--- config.mk ---
export PLATFORM = sky130hd
export DESIGN_NAME = piso_serializer
export DESIGN_NICKNAME = d
export VERILOG_FILES = /design/src/rtl/piso_serializer.sv
export SDC_FILE = /design/constraint.sdc
export NUM_CORES = 1
export LEC_CHECK = 0
export ABC_AREA = 0
export CELL_PAD_IN_SITES_DETAIL_PLACEMENT = 1
export CELL_PAD_IN_SITES_GLOBAL_PLACEMENT = 1
export CORE_UTILIZATION = 35
export CTS_BUF_LIST = sky130_fd_sc_hd__clkbuf_8
export DETAILED_ROUTE_END_ITERATION = 8
export PLACE_DENSITY = 0.8
export SLEW_MARGIN = 15
export SYNTH_ARGS = -nofsm -noshare
export SYNTH_HDL_FRONTEND = slang
export SYNTH_SLANG_ARGS = --single-unit
--- constraint.sdc ---
create_clock -name clk -period 1.5 [get_ports clk]
set_input_delay 0.225 -clock clk [delete_from_list [all_inputs] [get_ports clk]]
set_output_delay 0.225 -clock clk [all_outputs]
set_load 0.005 [all_outputs]
--- src/rtl/piso_serializer.sv ---
// Parallel-in, serial-out shifter: accepts a WIDTH-bit word over valid/ready and
// emits it one bit per clock on sout, with frame_start/done strobes and optional inter-word gap.
module piso_serializer #(
  parameter int WIDTH      = 16,
  parameter bit MSB_FIRST  = 1'b1,
  parameter bit IDLE_LEVEL = 1'b0,
  parameter int GAP_CYCLES = 0
) (
  input  logic             clk,
  input  logic             rst,
  input  logic [WIDTH-1:0] din,
  input  logic             din_valid,
  output logic             din_ready,
  output logic             sout,
  output logic             sout_valid,
  output logic             frame_start,
  output logic             done,
  output logic             busy
);

  localparam int                CNT_W    = $clog2(WIDTH);
  localparam logic [CNT_W-1:0]  CNT_LOAD = CNT_W'(WIDTH - 1);
  localparam bit                HAS_GAP  = (GAP_CYCLES > 0);
  localparam logic [3:0]        GAP_LOAD = HAS_GAP ? 4'(GAP_CYCLES - 1) : 4'd0;

  typedef enum logic [1:0] {
    ST_IDLE  = 2'd0,
    ST_SHIFT = 2'd1,
    ST_GAP   = 2'd2
  } state_t;

  state_t             r_state;
  state_t             w_state_next;
  logic [WIDTH-1:0]   r_shift;
  logic [WIDTH-1:0]   w_shift_next;
  logic [CNT_W-1:0]   r_bit_cnt;
  logic [CNT_W-1:0]   w_bit_cnt_next;
  logic [3:0]         r_gap_cnt;
  logic [3:0]         w_gap_cnt_next;
  logic               r_sout;
  logic               w_sout_next;
  logic               r_sout_valid;
  logic               w_sout_valid_next;
  logic               r_frame_start;
  logic               w_frame_start_next;
  logic               r_done;
  logic               w_done_next;

  logic [WIDTH-1:0]   w_din_ord;
  logic               w_load;

  // Reorder the input once so the shifter always sends its top bit first.
  generate
    for (genvar gi = 0; gi < WIDTH; gi++) begin : g_order
      assign w_din_ord[gi] = MSB_FIRST ? din[gi] : din[WIDTH-1-gi];
    end
  endgenerate

  assign din_ready   = (r_state == ST_IDLE) && !rst;
  assign w_load      = din_valid && din_ready;

  assign sout        = r_sout;
  assign sout_valid  = r_sout_valid;
  assign frame_start = r_frame_start;
  assign done        = r_done;
  assign busy        = (r_state != ST_IDLE);

  always_ff @(posedge clk) begin
    if (rst) begin
      r_state       <= ST_IDLE;
      r_shift       <= '0;
      r_bit_cnt     <= '0;
      r_gap_cnt     <= '0;
      r_sout        <= IDLE_LEVEL;
      r_sout_valid  <= 1'b0;
      r_frame_start <= 1'b0;
      r_done        <= 1'b0;
    end else begin
      r_state       <= w_state_next;
      r_shift       <= w_shift_next;
      r_bit_cnt     <= w_bit_cnt_next;
      r_gap_cnt     <= w_gap_cnt_next;
      r_sout        <= w_sout_next;
      r_sout_valid  <= w_sout_valid_next;
      r_frame_start <= w_frame_start_next;
      r_done        <= w_done_next;
    end
  end

  always_comb begin
    w_state_next       = r_state;
    w_shift_next       = r_shift;
    w_bit_cnt_next     = r_bit_cnt;
    w_gap_cnt_next     = r_gap_cnt;
    w_sout_next        = IDLE_LEVEL;
    w_sout_valid_next  = 1'b0;
    w_frame_start_next = 1'b0;
    w_done_next        = 1'b0;

    case (r_state)
      ST_IDLE: begin
        if (w_load) begin
          // First bit goes straight to the output register; the rest wait in r_shift.
          w_state_next       = ST_SHIFT;
          w_sout_next        = w_din_ord[WIDTH-1];
          w_sout_valid_next  = 1'b1;
          w_frame_start_next = 1'b1;
          w_shift_next       = {w_din_ord[WIDTH-2:0], 1'b0};
          w_bit_cnt_next     = CNT_LOAD;
        end
      end
      ST_SHIFT: begin
        if (r_bit_cnt == '0) begin
          w_done_next = 1'b1;
          if (HAS_GAP) begin
            w_state_next   = ST_GAP;
            w_gap_cnt_next = GAP_LOAD;
          end else begin
            w_state_next = ST_IDLE;
          end
        end else begin
          w_sout_next       = r_shift[WIDTH-1];
          w_sout_valid_next = 1'b1;
          w_shift_next      = {r_shift[WIDTH-2:0], 1'b0};
          w_bit_cnt_next    = r_bit_cnt - CNT_W'(1);
        end
      end
      ST_GAP: begin
        if (r_gap_cnt == 4'd0) begin
          w_state_next = ST_IDLE;
        end else begin
          w_gap_cnt_next = r_gap_cnt - 4'd1;
        end
      end
      default: begin
        w_state_next = ST_IDLE;
      end
    endcase
  end

endmodule

---- Word level (Yosys, flattened, before mapping) ----
Index checks and enable logic that the tools add are counted.
word-level totals
  bits in registers ....................... 30
  logic and storage cells ................. 49
  output and inout bits ................... 6
  bits of input ports ..................... 19
operators by class
  multiplexer cells ....................... 17
  $add $sub $neg .......................... 2
  bitwise operators ....................... 3
  reduce and logical (&&, ||, !) cells .... 13
  equality and inequality tests ........... 6
operators with widths
  kind                   count
  $mux W16               2
  $pmux W16 S2           1
  $logic_not A4 Y1       2
  $mux W4                2
  $ne A2 B2 Y1 const B   4
  $pmux W4 S2            1
  $sub A4 B1 Y4 const B  2
  $mux W2                3
  $pmux W2 S3            1
  $reduce_and A3 Y1      2
  $mux W1                5
  $pmux W1 S2            2
  $reduce_bool A2 Y1     2
  $reduce_or A2 Y1       2
  $not A1 Y1             3
  $eq A2 B1 Y1 const B   1
  $eq A2 B2 Y1 const B   1
  $logic_and A1 B1 Y1    2
  $logic_not A2 Y1       1
  $reduce_and A2 Y1      1
  $logic_not A1 Y1       1

---- Depth between registers and ports, before layout ----
  word-level depth ........................ 5
  gate-level depth with buffers ........... 7
  depth with buffers taken out ............ 5

---- Worst setup path after synthesis ----
No wires, ideal clock.
  path type ............................... register to register
  from .................................... reg r_bit_cnt[0]
  to ...................................... reg r_shift[10]
  library setup time ...................... 0.132 ns
  setup slack ............................. -0.051 ns
  buffers on the path ..................... 2
  data arrival time ....................... 1.419 ns
  data required time ...................... 1.368 ns
  cell stages (with the launch flop) ...... 8
  cell sequence ........................... dfxtp_1 > inv_1 > ha_1 > or3b_1 > buf_6 > buf_6 > a32oi_1 > a21oi_1
on the way
  word-level cells in the longest chain between the ends .. 3
ends and longest elaborated chain
  item                                line  source
  from (decl)                         36    logic [CNT_W-1:0] r_bit_cnt;
  from (signal assigned)              81    r_bit_cnt <= w_bit_cnt_next;
  $logic_not A4 Y1                    113   if (r_bit_cnt == '0) begin
  $ne A2 B2 Y1 (no source line)       n/a
  $reduce_and A3 Y1 (no source line)  n/a
  to (signal assigned)                80    r_shift <= w_shift_next;
  to (decl)                           34    logic [WIDTH-1:0] r_shift;
No other way between the ends.
A chain may end at the register's enable or synchronous reset.

---- Final worst setup path ----
  from .................................... reg r_bit_cnt[1]
  to ...................................... reg r_shift[1]
The elaborated chain is that of the path after synthesis.

==> metrics.log <==
[metrics] Max IR drop VDD: 558 uV
[metrics] starting DRC count in detailed routing: 24
[metrics] net count of the mapped netlist: 147
[metrics] part of the cycle the worst path needs: 103%
[metrics] number of slew-limit violations in the final report: 0
[metrics] share of total power in the clock network: 31.6%
[metrics] internal power component: 1.30 mW
[metrics] part of the power in combinational logic: 27.4%
[metrics] global-route wire length before repair: 6090 um
[metrics] Yosys reg bits: 24
[metrics] actual transition at the worst max-transition pin: 0.381 ns
[metrics] Final Wtd Congestion: 0.742
[metrics] Die ar.: 3650 um2
[metrics] combinational family with the most area after synthesis: compound AO/OA/AOI/OAI gates
[metrics] hold_sp: rst
[metrics] clock edge transition at the registers on the reported setup and hold paths: 0.09 ns
[metrics] maximum number of pins on one net before global-route repair: 20
[metrics] reported net switching power: 472 uW
[metrics] Cell variety after synth: 27
[metrics] final hold vios: 0
[metrics] Place WS: -0.157 ns
[metrics] count of yosys warnings during synthesis: 0
[metrics] Final Skew: 0.00649 ns
[metrics] width of the chip: 60.4 um
[metrics] Placement Cell Area: 1600 um2
[metrics] antenna violations before repair: 0
[metrics] proportion of synthesized flip-flops having asynchronous set or reset: 0%
[metrics] mean instance size in the synthesized netlist: 9.40 um2
[metrics] number of endpoints failing setup at the final stage: 12
[metrics] FF+latch area: 484 um2
[metrics] commonest cells after routing, fill and taps aside: 23 x sky130_fd_sc_hd__clkdlybuf4s50_1, 21 x sky130_fd_sc_hd__dfxtp_1, 20 x sky130_fd_sc_hd__buf_4
[metrics] placement row count: 20
[metrics] placeable core area: 3150 um2
[metrics] area share of fa/ha/maj cells after synthesis: 1.05%
[metrics] proportion of layout cells with a drive suffix above 1: 28.9%
[metrics] Worst-Skew Late Latency: 0.27 ns
[metrics] filler instances: 364
[metrics] share of the core filled with cells in the final layout: 56.3%
[metrics] final period demand of the worst path: 1.55 ns
[metrics] outcome: complete, but fails checks
[metrics] sequential fraction of the synthesis area: 40.3%
[metrics] Max-Slew Margin vs Limit: 74.3%
[metrics] area of combinational cells with multiple inputs: 703 um2
[metrics] synthesized-area fraction occupied by and/or/nand/nor cells: 20.4%
[metrics] number of instances in the synthesized netlist: 127
[metrics] area growth from synthesis to layout: 48.8%
[metrics] root buffer selected by CTS: sky130_fd_sc_hd__clkbuf_8
[metrics] hold-fix buffers at CTS: 0
[metrics] number of antenna repair diodes: 0
[metrics] max-capacitance violation count: 0
[metrics] critical path data arrival time: 1.76 ns
[metrics] post-synthesis instance area: 1190 um2
[metrics] number of nets in the layout: 187
[metrics] residual overflow from global routing: 0
[metrics] post-DR vias/cell: 5.96
[metrics] Design Area, Final: 1780 um2
[metrics] post-detail-place hpwl: 2610 um
[metrics] kind of end point of the critical path: register
[metrics] Post-synth EDFFs: 0
[metrics] violations in the final reports: setup timing
[metrics] post-synthesis share of cell area spent on xor and xnor gates: 0%
[metrics] Total Wirelength: 3860 um
[metrics] switching portion of total power: 26.7%
[metrics] clock sink total: 24
[metrics] sequential cell fraction of total power: 41.0%
[metrics] chip height: 60.4 um
[metrics] pwr/cell area: 997 nW/um2
[metrics] TritonCTS clock tree: built
[metrics] category of the critical setup timing path: reg -> reg
[metrics] share of cell area taken by muxes after synthesis: 0.839%
[metrics] Worst Path Max Fanout: 5
[metrics] most instantiated flip-flop cell in the synthesis netlist: sky130_fd_sc_hd__dfxtp_1
[metrics] timing startpoint of the critical path: r_bit_cnt[1]
[metrics] cts bufs inserted: 3
[metrics] deepest level of the CTS H-tree: 1
[metrics] vias in the first global route: 1,305
[metrics] Initial Util: 37.9%
[metrics] most common cell after layout, fill and taps aside: sky130_fd_sc_hd__clkdlybuf4s50_1
[metrics] Fmax achieved: 644 MHz
[metrics] mean routed wirelength per cell: 18.4 um
[metrics] worst setup margin: -0.0521 ns
[metrics] number of nets with antenna violations after detailed routing: 0
[metrics] drt first pass iters: 4
[metrics] global-route total usage across every layer: 22.8%
[metrics] vias after detailed routing: 1,252
[metrics] area fraction in compound gates after synthesis: 30.4%
[metrics] Max Buffers Root-to-Sink: 2
[metrics] remaining routing DRC violations: 0
[metrics] Top-Level Pins: 25
[metrics] launch instance of the worst register-to-register path: r_bit_cnt[1]
[metrics] unrepaired setup endpoints after global routing: true
[metrics] static leakage: 0.631 nW
[metrics] critical path required time: 1.71 ns
[metrics] min-delay worst type: in -> reg
[metrics] kind of start point of the critical path: register
[metrics] quantity of I/O buffers inserted on ports: 24
==> routing by layer <==
layer	vias to the layer above	share of wire, %	track usage [%]
met1	629	42	26.2
met5	-	0	0
met3	9	2.1	2.77
met4	0	1.9	8.97
li1	588	-	-
met2	26	54	42.4
==> what timing repair did <==
action                     CTS  global route
setup endpoints to repair   18            21
pin swaps                    7            11
resized for setup           10             7
buffers inserted             2             0
cloned                       2             0
==> synth_stat cells (2+ instances only) <==
library cell / number / area [um2]
sky130_fd_sc_hd__clkbuf_1: 7 / 26.3
sky130_fd_sc_hd__nand2b_1: 2 / 12.5
sky130_fd_sc_hd__nor2_1: 3 / 11.3
sky130_fd_sc_hd__nor2b_1: 2 / 12.5
sky130_fd_sc_hd__nand2_1: 3 / 11.3
sky130_fd_sc_hd__dfxtp_1: 24 / 480
sky130_fd_sc_hd__nor4bb_1: 14 / 140
sky130_fd_sc_hd__buf_1: 4 / 15.0
sky130_fd_sc_hd__inv_1: 4 / 15.0
sky130_fd_sc_hd__buf_6: 2 / 22.5
sky130_fd_sc_hd__a32oi_1: 15 / 131
sky130_fd_sc_hd__a31oi_1: 16 / 100
sky130_fd_sc_hd__a21oi_1: 17 / 85.1
==> layout make-up <==
type,count,area share [%]
timing repair buffer,49,25.2
sequential,24,27.3
inverter,4,0.845
clock inverter,1,1.69
tap,44,3.10
multi-input combinational,85,39.6
clock buffer,3,2.32
==> path summary, 6_finish.rpt <==
kind | cells after the start | slack (ns) | endpoint
worst max-delay path | 6 | -0.05 | r_shift[1]
worst min-delay path | 3 | 0.50 | frame_start
worst max register to register | 6 | -0.05 | r_shift[1]
worst min register to register | 3 | 0.57 | r_shift[1]
==> flip-flops by register name, indices dropped and copies added, names as in the netlist <==
name	count
sout	1
r_shift	15
frame_start	1
r_state	1
r_bit_cnt	4
sout_valid	1
done	1
==> logic make-up (layout without fill, tap and decap cells) <==
kind of cell,Yosys count,in the layout
buf+inv,18,57
simple gates,30,30
fa+ha+maj,1,1
mux,1,1
compound gates,53,53
flops,24,24
==> critical path, stage by stage, from the launching register on <==
cell and delay [ns]:
sky130_fd_sc_hd__dfxtp_2 0.33, sky130_fd_sc_hd__inv_2 0.08, sky130_fd_sc_hd__ha_4 0.14, sky130_fd_sc_hd__or3b_4 0.42
sky130_fd_sc_hd__buf_6 0.15, sky130_fd_sc_hd__a211o_1 0.27, sky130_fd_sc_hd__a21oi_2 0.11
==> per-stage QoR <==
stage | hold WS (ns) | total power [mW] | cells | setup TNS, ns
6_report | 0.502 | 1.77 | 210 | -0.246
5_1_grt | 0.515 | 1.85 | 210 | -0.775
4_1_cts | 0.489 | 1.76 | 210 | -0.386
3_5_place_dp | 0.557 | 1.15 | 202 | -1.22
3_3_place_gp | 0.537 | 1.12 | 202 | -0.588
2_1_floorplan | 0.362 | 0.954 | 127 | -0.000431
==> power by group through the flow <==
| stage | sequential (mW) | clock, mW | combinational, mW |
|---|---|---|---|
| after floorplan | 0.728 | 0 | 0.227 |
| after global routing | 0.730 | 0.604 | 0.513 |
| after CTS | 0.725 | 0.574 | 0.458 |
| after global placement | 0.731 | 0 | 0.391 |
| final | 0.726 | 0.560 | 0.485 |
| after detailed placement | 0.735 | 0 | 0.413 |
No activity file was read; power rests on OpenSTA's default activity.
